`src/rtl/tdc_meas_ctrl.sv`:
```
// ---------------------------------------------------------------------------
// tdc_meas_ctrl
//
// Measurement sequencer for the inverter-chain TDC of the digital V/T sensor.
// For each sample it clears the TDC, arms it, launches one rising edge into
// the chain, registers the captured word, and decodes it to a step count.
// 2^AVG_LOG2 samples are summed and returned with a one-cycle valid pulse and
// batch error/overflow flags.
//
// Build option:
//   TDC_CTRL_BUBBLE_FIX_EN  defined   -> count = popcount of the normalised
//                                        word (bubble tolerant), o_Err tied 0.
//                           undefined -> count = index of the first 0, with
//                                        bubble detection on o_Err.
//
// Ports:
//   i_Clk_Ref    reference clock, also the TDC capture clock
//   i_RST_n      asynchronous active-low reset
//   i_Start      batch request, sampled only while idle
//   i_TDC_out    raw TDC capture word (N_STEPS bits)
//   o_TDC_Rst_n  active-low clear to the TDC flops
//   o_Target_En  launch signal into the TDC chain
//   o_Busy       high whenever a batch is in progress
//   o_Valid      one-cycle pulse, o_Code/o_Err/o_Ovf valid while high
//   o_Code       sum of the batch's decoded samples, held until next o_Valid
//   o_Err        a bubble was seen in some sample of the batch
//   o_Ovf        some sample's edge ran off the end of the chain
// ---------------------------------------------------------------------------
module tdc_meas_ctrl #(
    parameter int N_STEPS  = 48,
    parameter int CNT_W    = 6,
    parameter int AVG_LOG2 = 2,
    parameter int RST_CYC  = 2
) (
    input  logic                      i_Clk_Ref,
    input  logic                      i_RST_n,
    input  logic                      i_Start,
    input  logic [N_STEPS-1:0]        i_TDC_out,
    output logic                      o_TDC_Rst_n,
    output logic                      o_Target_En,
    output logic                      o_Busy,
    output logic                      o_Valid,
    output logic [CNT_W+AVG_LOG2-1:0] o_Code,
    output logic                      o_Err,
    output logic                      o_Ovf
);

    localparam int ACC_W = CNT_W + AVG_LOG2;
    localparam int IDX_W = AVG_LOG2 + 1;
    localparam int RC_W  = $clog2(RST_CYC + 1);

    localparam logic [IDX_W-1:0] N_SAMPLES = IDX_W'(1 << AVG_LOG2);
    localparam logic [RC_W-1:0]  RST_LAST  = RC_W'(RST_CYC - 1);

    typedef enum logic [2:0] {
        ST_IDLE,
        ST_CLR,
        ST_ARM,
        ST_LAUNCH,
        ST_WAIT,
        ST_DECODE,
        ST_DONE
    } state_t;

    state_t             state_q,     state_d;
    logic [RC_W-1:0]    rst_cnt_q,   rst_cnt_d;
    logic [IDX_W-1:0]   idx_q,       idx_d;
    logic [ACC_W-1:0]   acc_q,       acc_d;
    logic               err_acc_q,   err_acc_d;
    logic               ovf_acc_q,   ovf_acc_d;
    logic [N_STEPS-1:0] tdc_q,       tdc_d;
    logic               tdc_rst_n_q, tdc_rst_n_d;
    logic               target_en_q, target_en_d;
    logic               busy_q,      busy_d;
    logic               valid_q,     valid_d;
    logic [ACC_W-1:0]   code_q,      code_d;
    logic               err_q,       err_d;
    logic               ovf_q,       ovf_d;

    // -----------------------------------------------------------------------
    // Sample decode from the registered capture word
    // -----------------------------------------------------------------------
    logic [N_STEPS-1:0] norm;
    logic [CNT_W-1:0]   samp_cnt;
    logic               samp_ovf;
    logic               samp_bubble;
`ifndef TDC_CTRL_BUBBLE_FIX_EN
    logic               zero_seen;
`endif

    always_comb begin : decode
        // Alternate stages are inverting, so even bits read 1 when the edge
        // has not reached them; flip them so "reached" is always 1.
        for (int i = 0; i < N_STEPS; i++) begin
            norm[i] = tdc_q[i] ^ (i % 2 == 0);
        end
        samp_ovf = &norm;
`ifdef TDC_CTRL_BUBBLE_FIX_EN
        samp_bubble = 1'b0;
        samp_cnt    = '0;
        for (int i = 0; i < N_STEPS; i++) begin
            samp_cnt = samp_cnt + CNT_W'(norm[i]);
        end
`else
        // Count is the position of the first unreached stage; any reached
        // stage beyond it is a bubble and does not change the count.
        samp_bubble = 1'b0;
        samp_cnt    = CNT_W'(N_STEPS);
        zero_seen   = 1'b0;
        for (int i = 0; i < N_STEPS; i++) begin
            if (!zero_seen) begin
                if (!norm[i]) begin
                    samp_cnt  = CNT_W'(i);
                    zero_seen = 1'b1;
                end
            end else if (norm[i]) begin
                samp_bubble = 1'b1;
            end
        end
`endif
    end

    // -----------------------------------------------------------------------
    // Next-state and next-output logic
    // -----------------------------------------------------------------------
    always_comb begin : next_state
        // NOTE: every _d starts from a default so no path leaves it unassigned
        // and no latch is inferred.
        state_d   = state_q;
        rst_cnt_d = rst_cnt_q;
        idx_d     = idx_q;
        acc_d     = acc_q;
        err_acc_d = err_acc_q;
        ovf_acc_d = ovf_acc_q;
        tdc_d     = tdc_q;
        valid_d   = 1'b0;
        code_d    = code_q;
        err_d     = err_q;
        ovf_d     = ovf_q;

        case (state_q)
            ST_IDLE: begin
                if (i_Start) begin
                    state_d   = ST_CLR;
                    rst_cnt_d = '0;
                    idx_d     = '0;
                    acc_d     = '0;
                    err_acc_d = 1'b0;
                    ovf_acc_d = 1'b0;
                end
            end
            ST_CLR: begin
                if (rst_cnt_q == RST_LAST) begin
                    state_d   = ST_ARM;
                    rst_cnt_d = '0;
                end else begin
                    rst_cnt_d = rst_cnt_q + 1'b1;
                end
            end
            ST_ARM:    state_d = ST_LAUNCH;
            ST_LAUNCH: state_d = ST_WAIT;
            ST_WAIT: begin
                // The TDC captured at the edge ending LAUNCH; its outputs
                // are settled here and registered at the edge ending WAIT.
                tdc_d   = i_TDC_out;
                state_d = ST_DECODE;
            end
            ST_DECODE: begin
                acc_d     = acc_q + ACC_W'(samp_cnt);
                err_acc_d = err_acc_q | samp_bubble;
                ovf_acc_d = ovf_acc_q | samp_ovf;
                idx_d     = idx_q + 1'b1;
                state_d   = (idx_d == N_SAMPLES) ? ST_DONE : ST_CLR;
            end
            ST_DONE: begin
                valid_d = 1'b1;
                code_d  = acc_q;
                err_d   = err_acc_q;
                ovf_d   = ovf_acc_q;
                state_d = ST_IDLE;
            end
            default: state_d = ST_IDLE;
        endcase

        // Level outputs are decoded from the next state so the registered
        // copy lines up with the state it describes.
        busy_d      = (state_d != ST_IDLE);
        tdc_rst_n_d = !((state_d == ST_IDLE) || (state_d == ST_CLR));
        target_en_d = (state_d == ST_LAUNCH);
    end

    // -----------------------------------------------------------------------
    // State and output registers
    // -----------------------------------------------------------------------
    // NOTE: sequential state uses non-blocking assignments so every flop
    // samples pre-edge values regardless of statement order.
    always_ff @(posedge i_Clk_Ref or negedge i_RST_n) begin
        if (!i_RST_n) begin
            state_q     <= ST_IDLE;
            rst_cnt_q   <= '0;
            idx_q       <= '0;
            acc_q       <= '0;
            err_acc_q   <= 1'b0;
            ovf_acc_q   <= 1'b0;
            tdc_q       <= '0;
            tdc_rst_n_q <= 1'b0;
            target_en_q <= 1'b0;
            busy_q      <= 1'b0;
            valid_q     <= 1'b0;
            code_q      <= '0;
            err_q       <= 1'b0;
            ovf_q       <= 1'b0;
        end else begin
            state_q     <= state_d;
            rst_cnt_q   <= rst_cnt_d;
            idx_q       <= idx_d;
            acc_q       <= acc_d;
            err_acc_q   <= err_acc_d;
            ovf_acc_q   <= ovf_acc_d;
            tdc_q       <= tdc_d;
            tdc_rst_n_q <= tdc_rst_n_d;
            target_en_q <= target_en_d;
            busy_q      <= busy_d;
            valid_q     <= valid_d;
            code_q      <= code_d;
            err_q       <= err_d;
            ovf_q       <= ovf_d;
        end
    end

    assign o_TDC_Rst_n = tdc_rst_n_q;
    assign o_Target_En = target_en_q;
    assign o_Busy      = busy_q;
    assign o_Valid     = valid_q;
    assign o_Code      = code_q;
    assign o_Err       = err_q;
    assign o_Ovf       = ovf_q;

endmodule
```
`config.mk`:
```
export PLATFORM = sky130hd
export DESIGN_NAME = tdc_meas_ctrl
export DESIGN_NICKNAME = d
export VERILOG_FILES = /design/src/rtl/tdc_meas_ctrl.sv
export SDC_FILE = /design/constraint.sdc
export NUM_CORES = 1
export LEC_CHECK = 0
export ABC_AREA = 1
export CAP_MARGIN = 20
export CORE_MARGIN = 2
export CORE_UTILIZATION = 35
export DETAILED_ROUTE_END_ITERATION = 7
export GPL_TIMING_DRIVEN = 0
export PLACE_DENSITY = 0.57
export SYNTH_ARGS = -nofsm -noshare
export SYNTH_HDL_FRONTEND = slang
export SYNTH_SLANG_ARGS = --single-unit
```
`constraint.sdc`:
```
create_clock -name i_Clk_Ref -period 3.6 [get_ports i_Clk_Ref]
set_input_delay 1.08 -clock i_Clk_Ref [delete_from_list [all_inputs] [get_ports i_Clk_Ref]]
set_output_delay 1.08 -clock i_Clk_Ref [all_outputs]
set_load 0.05 [all_outputs]
```
==> impl_metrics.json <==
{
  "max-cap-violations": 0,
  "critical_path_class": "register to register",
  "insertedDiodeCount": 0,
  "design_area_um2": 5940,
  "cts_hold_buf": 0,
  "rsz0062_at_grt": "yes",
  "clk_path_buf_depth": 2,
  "nets": 726,
  "finalHoldViolations": 0,
  "gp_congestion": 0.870,
  "leakage_nw": 2.85,
  "clk_latency_ns": 0.34,
  "io-pin-count": 65,
  "hold_start": "o_Err$_DFFE_PN0P_",
  "violations": "setup timing",
  "syn_to_final_growth_pct": 35.7,
  "dr.pass1.iters": 4,
  "route.detailed.drc": 0,
  "startpoint_type": "register",
  "clk_pin_slew_ns": 0.07,
  "p_per_area_nw_per_um2": 754,
  "ir_worst_vdd_mv": 0.265,
  "slew_viol_final": 0,
  "track_usage": 0.177,
  "yosys_warnings": 0,
  "tightest_slew_ns": 1.01,
  "antenna_found_initial": 0,
  "syn_area_um2": 4380,
  "slowest_delay_ns": 0.37,
  "drive_above_1_share": 0.170,
  "grt_max_degree": 46,
  "synth-async-reset-ratio": 1.00,
  "final_util": 0.490,
  "synth_top_area_cell": "dfrtp_1",
  "dpl.hpwl_um": 8220,
  "status": "complete, but fails checks",
  "setup_slack_ns": -0.451,
  "dieArea_um2": 13400,
  "synth_edf_count": 0,
  "synth_top_cell_area_share": 0.457,
  "fmax_ghz": 0.247,
  "ys_ff_latch": 80,
  "coreArea_um2": 12100,
  "crit_slowest_cell": "dfrtp_1",
  "viasPerCell": 4.86,
  "cts_buffers": 9,
  "synth.top_cells.by_area": "dfrtp_1 (46%), nand2_1 (9.2%), nor2_1 (6.9%)",
  "skew_ns": 0.0100,
  "grt_pass1_wl_um": 19000,
  "wl_per_cell_um": 13.5,
  "die_h_um": 116,
  "synth.avg_cell_area_um2": 7.89,
  "die_x_um": 116,
  "ant_nets": 0,
  "worstPathMaxFanout": 4,
  "ys_seq_area_frac": 0.457,
  "cts_tree": "built",
  "cp-startpoint": "tdc_q[0]$_DFFE_PN0P_",
  "hold_class": "register to register",
  "rows": 40,
  "synth_most_common_cell": "nand2_1",
  "post-route-period-util": 1.13,
  "setup_viol_count_final": 6,
  "timing.rr.start": "tdc_q[0]$_DFFE_PN0P_",
  "max_slew_margin": 0.319,
  "vias": 4079,
  "synth_nets": 615,
  "period_needed_ns": 4.05,
  "syn_inst": 555,
  "yosys-top-cells-count": "nand2_1 (107), dfrtp_1 (80), nor2_1 (80)",
  "cp-end-kind": "register",
  "cts_root_buf": "clkbuf_16",
  "finalPower_w": 0.00448,
  "place_area_um2": 5270,
  "gr-total-overflow": 0,
  "cts_max_level": 3,
  "cp.required_ns": 3.83,
  "first_iter_violations": 153,
  "yosys_most_used_dff": "dfrtp_1",
  "wl_um": 11300,
  "grt_pass1_vias": 4103,
  "crit_top_cell": "inv_2",
  "arrival_ns": 4.28,
  "start_util": 0.362,
  "synth_cell_types": 42,
  "clock-sinks": 80,
  "portBuffers": 64
}
-- area by class of cell --
class,instances,area (µm²)
Timing Repair Buffer,100,948
Tap cell,168,210
Sequential cell,80,2000
Fill cell,1206,6170
Clock inverter,7,83.8
Buffer,11,41.3
Clock buffer,9,225
Multi-Input combinational cell,379,2110
Inverter,85,319
-- logic make-up after synthesis --
family                     count (synthesis)  synth area share
xor gates and xnor gates                   1           0.00200
DFF                                       80             0.457
buffers and inverters                     96            0.0823
muxes                                     10            0.0257
adders and majority gates                  9            0.0274
AOI/OAI and AO/OA                        108             0.137
and+or+nand+nor                          251             0.269
-- layout by cell type, fill, tap and decap left out, types with 4 or more instances in the layout --
master           synthesis  routed
nand2_1                107     105
o22ai_1                  7       7
a21oi_1                 56      51
o21ai_1                  1       6
clkbuf_1                 8       8
buf_4                    0      33
inv_2                   12      13
a21oi_2                  0       5
nand3_1                 18      16
nor3_1                  16      15
inv_1                   72      71
ha_1                     8       7
nor2_4                   5       7
clkbuf_16                0       9
a211oi_1                 4       4
o21ai_0                 26      20
nand3_2                  3       4
nand4_1                  4       4
clkdlybuf4s50_1          0      63
dfrtp_1                 80      80
nor2_1                  80      77
mux2_2                  10      10
-- routing by layer --
| metal | track usage | vias to the layer above | share of wire |
|---|---|---|---|
| met5 | 0 | - | 0 |
| met4 | 0.0643 | 0 | 0.018 |
| met3 | 0.0293 | 19 | 0.043 |
| met2 | 0.298 | 90 | 0.48 |
| met1 | 0.231 | 1936 | 0.46 |
| li1 | - | 2034 | - |
-- sequential cells by signal, indices dropped and copies added, names as in the netlist --
name	cells
rst_cnt_q	2
tdc_q	48
idx_q	3
o_Valid	1
err_acc_q	1
o_TDC_Rst_n	1
ovf_acc_q	1
o_Target_En	1
acc_q	8
state_q	3
o_Code	8
o_Ovf	1
o_Err	1
o_Busy	1
-- report_power, final --
group,switching [W],internal (W)
combinational,0.00124,0.000681
clock,0.000402,0.000551
sequential,0.000306,0.00130
-- critical path, delay by kind of cell (launching register included) --
kind | cells | cell delay [ns]
AOI/OAI and AO/OA | 4 | 0.44
adders and majority gates | 1 | 0.22
buffers and inverters | 8 | 0.66
DFF | 1 | 0.37
and+or+nand+nor | 25 | 2.26
-- metrics by stage --
stage | setup WS [ns] | instances | hold slack (ns) | TNS [ns]
2_1_floorplan | -0.150 | 555 | 0.447 | -0.297
3_3_place_gp | -1.44 | 787 | 0.461 | -116.79
3_5_place_dp | -0.655 | 788 | 0.461 | -2.55
4_1_cts | -0.447 | 833 | 0.480 | -1.57
5_1_grt | -0.835 | 839 | 0.501 | -4.65
6_report | -0.451 | 839 | 0.480 | -2.03
-- worst paths after layout --
| check | endpoint | slack [ns] | cells after the start |
|---|---|---|---|
| worst max-delay path | acc_q[7]$_DFFE_PN0P_ | -0.45 | 38 |
| worst min-delay path | o_Err$_DFFE_PN0P_ | 0.48 | 2 |
| worst max register to register | acc_q[7]$_DFFE_PN0P_ | -0.45 | 38 |
| worst min register to register | o_Err$_DFFE_PN0P_ | 0.48 | 2 |
| max in group asynchronous | tdc_q[29]$_DFFE_PN0P_ | 2.32 | 2 |
| min in group asynchronous | o_Valid$_DFF_PN0_ | 0.69 | 1 |
-- repair_timing --
item | CTS | global route
hold endpoints to repair | 0 | 0
setup buffers | 29 | 9
resized for setup | 15 | 14
pin swaps | 15 | 11
endpoints found under the setup margin | 7 | 8
(Power assumes the default switching activity.)
